===== config.mk =====
export PLATFORM = sky130hd
export DESIGN_NAME = alu_issue_ctrl
export DESIGN_NICKNAME = d
export VERILOG_FILES = /design/src/rtl/alu_issue_ctrl_pkg.sv /design/src/rtl/alu_regfile.sv /design/src/rtl/alu_issue_ctrl.sv
export SDC_FILE = /design/constraint.sdc
export NUM_CORES = 1
export LEC_CHECK = 0
export CAP_MARGIN = 20
export CORE_UTILIZATION = 35
export CTS_BUF_LIST = sky130_fd_sc_hd__clkbuf_2 sky130_fd_sc_hd__clkbuf_4 sky130_fd_sc_hd__clkbuf_8
export DETAILED_ROUTE_END_ITERATION = 10
export PLACE_DENSITY = 0.59
export SYNTH_ARGS = -nofsm -noshare
export SYNTH_HDL_FRONTEND = slang
export SYNTH_SLANG_ARGS = --single-unit

===== constraint.sdc =====
create_clock -name clk -period 2.09 [get_ports clk]
set_input_delay 0.209 -clock clk [delete_from_list [all_inputs] [get_ports clk]]
set_output_delay 0.209 -clock clk [all_outputs]
set_load 0.02 [all_outputs]

===== src/rtl/alu_issue_ctrl_pkg.sv =====
// Shared definitions for the ALU issue controller: opcodes, instruction
// field positions and controller state encoding.
package alu_issue_ctrl_pkg;

  // ALU opcodes
  localparam logic [3:0] OP_ADD  = 4'h0;
  localparam logic [3:0] OP_INC  = 4'h1;
  localparam logic [3:0] OP_SUB  = 4'h2;
  localparam logic [3:0] OP_DEC  = 4'h3;
  localparam logic [3:0] OP_AND  = 4'h4;
  localparam logic [3:0] OP_OR   = 4'h5;
  localparam logic [3:0] OP_XOR  = 4'h6;
  localparam logic [3:0] OP_NAND = 4'h7;
  localparam logic [3:0] OP_SHL1 = 4'h8;
  localparam logic [3:0] OP_SHL2 = 4'h9;
  localparam logic [3:0] OP_SHL3 = 4'hA;
  localparam logic [3:0] OP_SHL4 = 4'hB;
  localparam logic [3:0] OP_SHR1 = 4'hC;
  localparam logic [3:0] OP_SHR2 = 4'hD;
  localparam logic [3:0] OP_SHR3 = 4'hE;
  localparam logic [3:0] OP_SHR4 = 4'hF;

  // Instruction word layout: [15:12] opcode, [11:8] rd, [7:4] rs1, [3:0] rs2
  localparam int OPC_LSB = 12;
  localparam int RD_LSB  = 8;
  localparam int RS1_LSB = 4;
  localparam int RS2_LSB = 0;
  localparam int FLD_W   = 4;

  typedef enum logic [1:0] {
    IDLE  = 2'd0,
    ISSUE = 2'd1,
    DONE  = 2'd2
  } state_e;

endpackage


===== src/rtl/alu_regfile.sv =====
// NREGS x WIDTH register file: one write port (write-back wins over the
// external preload), two operand read ports and a debug read port.
module alu_regfile #(
  parameter int WIDTH = 8,
  parameter int NREGS = 16,
  parameter int AW    = $clog2(NREGS)
) (
  input  logic             clk,
  input  logic             rst,
  input  logic             i_ext_we,
  input  logic [AW-1:0]    i_ext_addr,
  input  logic [WIDTH-1:0] i_ext_wdata,
  input  logic             i_wb_we,
  input  logic [AW-1:0]    i_wb_addr,
  input  logic [WIDTH-1:0] i_wb_data,
  input  logic [AW-1:0]    i_ra1,
  input  logic [AW-1:0]    i_ra2,
  input  logic [AW-1:0]    i_dbg_addr,
  output logic [WIDTH-1:0] o_rd1,
  output logic [WIDTH-1:0] o_rd2,
  output logic [WIDTH-1:0] o_dbg_data
);

  logic [WIDTH-1:0] r_mem [NREGS];

  // Synchronous clear on reset, otherwise a single prioritized write
  always_ff @(posedge clk) begin
    if (rst) begin
      for (int i = 0; i < NREGS; i++) r_mem[i] <= '0;
    end else if (i_wb_we) begin
      r_mem[i_wb_addr] <= i_wb_data;
    end else if (i_ext_we) begin
      r_mem[i_ext_addr] <= i_ext_wdata;
    end
  end

  assign o_rd1      = r_mem[i_ra1];
  assign o_rd2      = r_mem[i_ra2];
  assign o_dbg_data = r_mem[i_dbg_addr];

endmodule


===== src/rtl/alu_issue_ctrl.sv =====
// Instruction-side driver for the 16-op ALU: accepts an instruction, issues
// registered operands to the external ALU, writes the result back and
// records the status flags. One instruction every 3 cycles.
module alu_issue_ctrl
  import alu_issue_ctrl_pkg::*;
#(
  parameter int WIDTH = 8,
  parameter int NREGS = 16
) (
  input  logic             clk,
  input  logic             rst,
  input  logic             instr_valid,
  input  logic [15:0]      instr,
  output logic             instr_ready,
  input  logic             ext_we,
  input  logic [3:0]       ext_addr,
  input  logic [WIDTH-1:0] ext_wdata,
  output logic [3:0]       alu_opcode,
  output logic [WIDTH-1:0] alu_op1,
  output logic [WIDTH-1:0] alu_op2,
  input  logic [WIDTH-1:0] alu_result,
  input  logic             alu_zero,
  input  logic             alu_overflow,
  output logic             done,
  output logic             flag_zero,
  output logic             flag_overflow,
  input  logic [3:0]       dbg_addr,
  output logic [WIDTH-1:0] dbg_data
);

  state_e           r_state, w_next;
  logic [3:0]       r_rd;
  logic             r_done;
  logic             w_accept, w_ext_we, w_wb_we;
  logic [3:0]       w_opc, w_rd, w_rs1, w_rs2;
  logic [WIDTH-1:0] w_rd1, w_rd2, w_op1, w_op2;

  assign w_opc = instr[OPC_LSB +: FLD_W];
  assign w_rd  = instr[RD_LSB  +: FLD_W];
  assign w_rs1 = instr[RS1_LSB +: FLD_W];
  assign w_rs2 = instr[RS2_LSB +: FLD_W];

  alu_regfile #(.WIDTH(WIDTH), .NREGS(NREGS), .AW(4)) u_rf (
    .clk        (clk),
    .rst        (rst),
    .i_ext_we   (w_ext_we),
    .i_ext_addr (ext_addr),
    .i_ext_wdata(ext_wdata),
    .i_wb_we    (w_wb_we),
    .i_wb_addr  (r_rd),
    .i_wb_data  (alu_result),
    .i_ra1      (w_rs1),
    .i_ra2      (w_rs2),
    .i_dbg_addr (dbg_addr),
    .o_rd1      (w_rd1),
    .o_rd2      (w_rd2),
    .o_dbg_data (dbg_data)
  );

  // A preload landing on the same edge as the accept must be seen by the
  // issued operands, so forward it around the register file.
  assign w_op1 = (w_ext_we && (ext_addr == w_rs1)) ? ext_wdata : w_rd1;
  assign w_op2 = (w_ext_we && (ext_addr == w_rs2)) ? ext_wdata : w_rd2;

  // State register
  always_ff @(posedge clk) begin
    if (rst) r_state <= IDLE;
    else     r_state <= w_next;
  end

  // Next state, handshake and write strobes
  always_comb begin
    w_next      = r_state;
    instr_ready = 1'b0;
    w_accept    = 1'b0;
    w_ext_we    = 1'b0;
    w_wb_we     = 1'b0;
    case (r_state)
      IDLE: begin
        instr_ready = 1'b1;
        w_ext_we    = ext_we;
        if (instr_valid) begin
          w_accept = 1'b1;
          w_next   = ISSUE;
        end
      end
      ISSUE: begin
        w_wb_we = 1'b1;
        w_next  = DONE;
      end
      DONE:    w_next = IDLE;
      default: w_next = IDLE;
    endcase
  end

  // Issue registers, done pulse and status flags; all hold between ops
  always_ff @(posedge clk) begin
    if (rst) begin
      alu_opcode    <= '0;
      alu_op1       <= '0;
      alu_op2       <= '0;
      r_rd          <= '0;
      r_done        <= 1'b0;
      flag_zero     <= 1'b0;
      flag_overflow <= 1'b0;
    end else begin
      r_done <= w_wb_we;
      if (w_accept) begin
        alu_opcode <= w_opc;
        alu_op1    <= w_op1;
        alu_op2    <= w_op2;
        r_rd       <= w_rd;
      end
      if (w_wb_we) begin
        flag_zero     <= alu_zero;
        flag_overflow <= alu_overflow;
      end
    end
  end

  assign done = r_done;

endmodule


[Word level (Yosys, flattened, before mapping)]
Memory sizes are Yosys's and may differ from the RTL's. A register that Yosys moved wholly into a read port is not among the register bits.
Index checks and enable logic that the tools add are counted.
Word-level totals
  register bits after elaboration: 13
  memories: 1
  word-level logic and storage cells: 34
  bits in writable memories: 128
  output and inout bits: 32
Cells by class
  reductions and logical operators: 3
  eq/ne operators: 2
  mux-type cells: 22
Memory list
  u_rf.r_mem: depth 16, bits a word 8, read ports 3, clocked after Yosys merged registers in 2, wr ports 16, RTL line alu_regfile.sv:24  | logic [WIDTH-1:0] r_mem [NREGS];
Operators with widths (count)
  $mux W1: 16
  $mux W8: 2
  $reduce_or A8 Y1: 2
  $mux W4: 2
  $pmux W2 S2: 1
  $eq A2 B1 Y1 const B: 1
  $logic_not A2 Y1: 1
  $mux W2: 1
  $ne A2 B2 Y1 const B: 1

[Logic depth before layout (Yosys ltp)]
Gate-level depths: netlist (run 1).
  depth after elaboration: 8
  gate-level depth with buffers: 8
  gate-level depth less buffers: 5

[By module]
Synthesis (run 1) repeated with hierarchy kept, for this count alone.
Second synthesis, totals
  cell total of the unflattened synthesis: 664
  area total of the unflattened synthesis: 9053.7 sq um
By module, submodules not included
  alu_regfile: area each 7826.3 sq um, times used 1, cells each 547
  alu_issue_ctrl: area each 1227.4 sq um, times used 1, cells each 117

[Least setup slack after synthesis (run 1)]
Ideal clock, no wire load.
  path kind: flip-flop to flip-flop
  from: register r_state[1]
  to: memory u_rf.r_mem[0][0], enable pin
  buffers on the path: 2
  period minus slack after synthesis: 2.203 ns
  arrival time: 1.869 ns
  cell stages (with the launch flop): 7
  setup slack: -0.113 ns
  path through: dfxtp_1 -> or4b_1 -> clkbuf_1 -> buf_6 -> o31ai_4 -> nand2_2 -> nand2b_1
RTL lines
  start, declared: RTL line alu_issue_ctrl.sv:31  | state_e r_state, w_next;
  start signal, assigned: RTL line alu_issue_ctrl.sv:68  | else r_state <= w_next;
  end, declared: RTL line alu_regfile.sv:24

==> reports/metrics.csv, run 1 <==
metric,value,unit
total grt overflow,0,
Detailed Route WL,31200,µm
Residual DRC,0,
die area,0.0271,mm²
flop-to-flop setup slack,-40,ps
Internal,5560,µW
Hold Buf Count CTS,0,
Sw Pwr,2240,µW
number of port buffers,77,
Worst-path clk slew,90,ps
Synth warnings,0,
Flop pwr share,47.4,%
sequential area share after synthesis,47.7,%
initial antenna violation count,0,
Worst Skew,13.6,ps
Post-synth EDFFs,128,
Initial DRT Pass Iterations,7,
Power Density,626,mW/mm²
GRT Total Usage,23.8,%
max_slew headroom,65.8,%
vias in the first global route,7272,
Ant. Diodes,0,
ANT nets after route,0,
Reg area,0.00443,mm²
Root Buffer,clkbuf_8,
Worst Setup Start Kind,flip-flop,
Via density,5.86,
RSZ-0062 raised after global routing,yes,
Worst-Skew Late Latency,470,ps
ys async rst share,0,%
Reg2Reg Capture Point,alu_op1[7],
io pins,78,
placer's final routability congestion estimate,1.02,
worst hold start,rst,
most frequent cells in the layout,"151 x nor2_1, 140 x buf_4, 128 x edfxtp_1",
area delta synth->final,34.6,%
final std cells w/o fill,1224,
failing checks,setup timing,
DIE HEIGHT,165,µm
hpwl dp,24200,µm
Final period util,113,%
Register-to-Register Path Depth,5,
Die W,165,µm
layout cells sized above 1,44.9,%
area of the core,0.0260,mm²
Clock Sink Count,157,
Slew Limit Fails,0,
switching part of the total,28.7,%
cell count after placement,1178,
Rows,59,
reg-to-reg critical path startpoint,u_rf.r_mem[3][7],
Post-Synthesis Cells,658,
syn_nets,704,
Final Hold Viols,0,
"Endpoint, Worst Hold",r_state[0],
H-tree levels,4,
Pleak,0.00460,µW
largest net degree at the start of global routing,45,
CP Max Fanout,3,
CP required,1880,ps
mean area per synthesized cell,14.1,µm²
via count,7174,
Setup WS post-layout,-277,ps
"most common cell after layout, fill and taps aside",nor2_1,
Clock Power Share,28.9,%
CTS tree,built,
Initial Util,35.7,%
mean routed wirelength per cell,25.5,µm
area of the multi-input gates,0.00474,mm²
Netlist cell types,51,
TritonCTS Buffers,17,
total power,7800,µW
f_max,422,MHz
CTS max path bufs,2,
HP Class,input port to flip-flop,
worst slew pin tran,512,ps
# setup viols final,11,
Filler cells,2219,
VDD IR max,365,µV
type of the worst setup path,flip-flop to primary output,
Mapped Area,0.00927,mm²
1st-iter DRT viols,912,
post-synthesis register bit count,157,
hold path depth,3,
Nets,923,
Max Cap Viol,0,
Post-synth top flop,edfxtp_1,
Final min period,2370,ps
Critical Path AT,2160,ps
first-pass GRT wire length,46100,µm
status,"complete, but fails checks",
Comb power frac,23.7,%
CP Capture Type,primary output,
-- synth_stat cells, types with 2 or more instances --
cell | n | area share [%]
a211oi_1 | 8 | 0.65
o221a_2 | 7 | 0.85
nand3b_1 | 3 | 0.24
buf_2 | 18 | 0.97
nand2_2 | 4 | 0.27
inv_1 | 11 | 0.45
buf_1 | 4 | 0.16
mux2i_1 | 4 | 0.43
a311oi_1 | 8 | 0.76
xor2_1 | 4 | 0.38
edfxtp_1 | 128 | 41
o31ai_1 | 3 | 0.24
nor2_1 | 152 | 6.2
o221ai_1 | 2 | 0.19
nor2b_1 | 8 | 0.54
buf_6 | 6 | 0.73
nand2b_1 | 18 | 1.2
and2_1 | 3 | 0.20
mux2i_4 | 8 | 1.9
mux4_2 | 120 | 29
nand3_1 | 3 | 0.16
nand2_1 | 31 | 1.3
nor3_1 | 3 | 0.16
xnor2_1 | 3 | 0.28
dfxtp_1 | 29 | 6.3
clkbuf_1 | 27 | 1.1
a21oi_1 | 10 | 0.54
o2111ai_1 | 2 | 0.19
o21bai_1 | 9 | 0.73
-- metal layers --
layer / GRT usage [%] / share of wire [%]
met4: 13.9 / 5.6
met2: 37.8 / 47
met5: 0 / 0
met1: 30.8 / 38
met3: 3.94 / 9.0
-- layout make-up --
| type | instances | share of cell area [%] |
|---|---|---|
| Clock buffer | 17 | 1.88 |
| Clock inverter | 14 | 1.17 |
| Inverter | 11 | 0.331 |
| Multi-Input combinational cell | 434 | 38.0 |
| Sequential cell | 157 | 35.5 |
| Tap cell | 335 | 3.36 |
| Timing Repair Buffer | 256 | 19.7 |
-- cell families (layout without fill, tap and decap cells) --
| logic type | Yosys count | count (layout) | share of synthesized area, % |
|---|---|---|---|
| and+or+nand+nor | 235 | 235 | 11.2 |
| DFF | 157 | 157 | 47.7 |
| muxes | 132 | 132 | 31.5 |
| buffers and inverters | 67 | 298 | 3.48 |
| AOI/OAI and AO/OA | 60 | 60 | 5.32 |
| xor gates and xnor gates | 7 | 7 | 0.662 |
-- worst max-delay path: stages, from the launching register on --
cell and delay (ps):
edfxtp_1 510, mux4_2 510, mux4_2 520, buf_6 160
-- how the worst max path moves through the flow --
stage	from	endpoint	slack (ps)	cells after the start
after floorplan	r_state[1]	u_rf.r_mem[0][0]	9	6
after global placement	dbg_addr[1]	dbg_data[6]	-460	5
after detailed placement	dbg_addr[1]	dbg_data[2]	-470	5
after CTS	u_rf.r_mem[3][7]	dbg_data[7]	-270	3
after global routing	u_rf.r_mem[3][6]	dbg_data[6]	-280	3
final	u_rf.r_mem[4][6]	dbg_data[6]	-280	3
-- per-stage QoR --
stage                     setup TNS [ps]  cell area, µm²  hold WS, ps  util [%]  setup slack [ps]
after floorplan                        0            9310          345         -              9.24
after global placement            -83310           11700          441      45.1              -460
after detailed placement          -83500           11700          449      45.1              -472
after CTS                          -1940           12300         91.3      47.2              -270
after global routing               -2460           12500          111      48.0              -276
final                              -2080           12500          117      48.0              -277
-- flip-flops by register name, summed over array words and instances (netlist names) --
name / cells
alu_op1: 8
flag_overflow: 1
flag_zero: 1
u_rf.r_mem: 128
r_rd: 4
alu_op2: 8
alu_opcode: 4
r_state: 2
done: 1
-- timing repair --
item | 4_1_cts | 5_1_grt
endpoints found under the setup margin | 168 | 137
pin swaps | 11 | 10
cloned | 0 | 1
endpoints found under the hold margin | 0 | 0
buffers inserted | 8 | 13
resized for setup | 68 | 34
-- power by group through the flow --
stage | Clock (µW) | Combinational [µW] | Sequential [µW]
2_1_floorplan | 0 | 903 | 3710
3_3_place_gp | 0 | 1690 | 3760
3_5_place_dp | 0 | 1730 | 3760
4_1_cts | 2260 | 1790 | 3690
5_1_grt | 2370 | 1930 | 3700
6_report | 2260 | 1850 | 3700
(Power assumes the default switching activity.)
==> run 2, diff against run 1 <==
==> constraint.sdc (replaced) <==
create_clock -name clk -period 2.09 [get_ports clk]
set_input_delay 0.3135 -clock clk [delete_from_list [all_inputs] [get_ports clk]]
set_output_delay 0.3135 -clock clk [all_outputs]
set_load 0.02 [all_outputs]
==> reports/metrics.csv, run 2 (synthesis results as in run 1) <==
metric,value,unit
total grt overflow,0,
first-pass GRT wire length,46200,µm
initial antenna violation count,0,
DIE HEIGHT,165,µm
area delta synth->final,36.7,%
Clock Sink Count,157,
Pleak,0.00475,µW
ANT nets after route,0,
type of the worst setup path,flip-flop to primary output,
Initial Util,35.7,%
Final Hold Viols,0,
RSZ-0062 raised after global routing,yes,
Largest register FFs,128,
1st-iter DRT viols,859,
switching part of the total,31.2,%
# setup viols final,11,
Root Buffer,clkbuf_8,
Internal,5460,µW
Via density,5.74,
Rows,59,
Critical Path AT,2130,ps
total negative slack,-2740,ps
Worst-Skew Late Latency,480,ps
CP required,1780,ps
Final period util,117,%
placer's final routability congestion estimate,0.961,
Initial DRT Pass Iterations,5,
Post-Route Utilization,48.8,%
mean routed wirelength per cell,25.2,µm
io pins,78,
worst slew pin tran,483,ps
CP cell instances,mux4_2 > mux4_2 > buf_6,
Critical Path Max Stage Delay,540,ps
"slowest stage cell, crit path",mux4_2,
Clock Power Share,30.1,%
Filler cells,2238,
Flop pwr share,46.4,%
hpwl dp,24600,µm
Worst Skew,19.5,ps
vias in the first global route,7073,
Top Registers,"u_rf.r_mem (128), alu_op1 (8), alu_op2 (8)",
Setup WS post-layout,-354,ps
TritonCTS Buffers,17,
Max Cap Viol,0,
Worst Setup Start Kind,flip-flop,
number of port buffers,77,
failing checks,setup timing,
Worst-path clk slew,100,ps
die area,0.0271,mm²
Comb power frac,23.5,%
Die W,165,µm
H-tree levels,4,
Sw Pwr,2480,µW
Hold Worst Slack,121,ps
CTS tree,built,
largest net degree at the start of global routing,45,
Residual DRC,0,
Final min period,2440,ps
"CP delay by family, top",multiplexers,
most frequent cells in the layout,"159 x buf_4, 151 x nor2_1, 128 x edfxtp_1",
Nets,941,
VDD IR max,417,µV
area of the core,0.0260,mm²
status,"complete, but fails checks",
CP Capture Type,primary output,
register with the most flip-flops,u_rf.r_mem,
Ant. Diodes,0,
most frequent cell on the critical path,mux4_2,
GRT Total Usage,24.1,%
Power Density,626,mW/mm²
Slew Limit Fails,0,
CTS max path bufs,2,
CP Max Fanout,2,
layout cells sized above 1,45.9,%
total power,7940,µW
Worst Path Buf+Inv,1,
via count,7129,
HP Class,input port to flip-flop,
Detailed Route WL,31400,µm
max_slew headroom,67.8,%
"most common cell after layout, fill and taps aside",buf_4,
f_max,409,MHz
[run 2: power groups by stage]
stage	clock (µW)	sequential (µW)	combinational [µW]
after floorplan	0	3710	911
after global placement	0	3740	1730
after detailed placement	0	3740	1760
after CTS	2420	3670	1820
after global routing	2550	3690	1960
final	2390	3680	1860
[run 2: routing by layer]
layer / wire length [µm] / part of all wire (%) / track usage [%] / vias up
li1: - / - / - / 3059
met1: 13500 / 43 / 34.2 / 3652
met2: 14600 / 47 / 36.9 / 375
met3: 2510 / 8.0 / 4.09 / 43
met4: 769 / 2.5 / 9.05 / 0
met5: 0 / 0 / 0 / -
[run 2: final cells by class]
cell class / instances / area [µm²] / share of cell area (%)
multi-input cells: 434 / 4720 / 37.3
flip-flops and latches: 157 / 4430 / 35.0
repair buffers: 274 / 2640 / 20.8
well taps: 335 / 419 / 3.31
clock buffers: 17 / 234 / 1.85
clock inverters: 15 / 185 / 1.46
inverters: 11 / 41.3 / 0.326
[run 2: metrics by stage]
stage               setup slack [ps]  cells  instance area [µm²]
finish                          -354   1243                12700
global route                    -396   1243                12700
CTS                             -389   1236                12500
detailed placement              -725   1195                11900
global placement                -696   1195                11900
floorplan                       2.95    658                 9340
[run 2: final timing paths]
check	cells past startpoint	end	slack (ps)	start
setup / recovery	3	dbg_data[6]	-350	u_rf.r_mem[15][6]
hold / removal	2	r_state[1]	120	rst
setup reg to reg	5	alu_op1[6]	-20	u_rf.r_mem[15][6]
hold reg to reg	2	alu_opcode[1]	470	alu_opcode[1]
[run 2: timing repair]
action,CTS,global route
pin swaps,6,8
endpoints found under the hold margin,0,0
setup endpoints to repair,146,150
resized for setup,67,24
buffers inserted,9,9
hold buffers,0,0
gates cloned,1,0
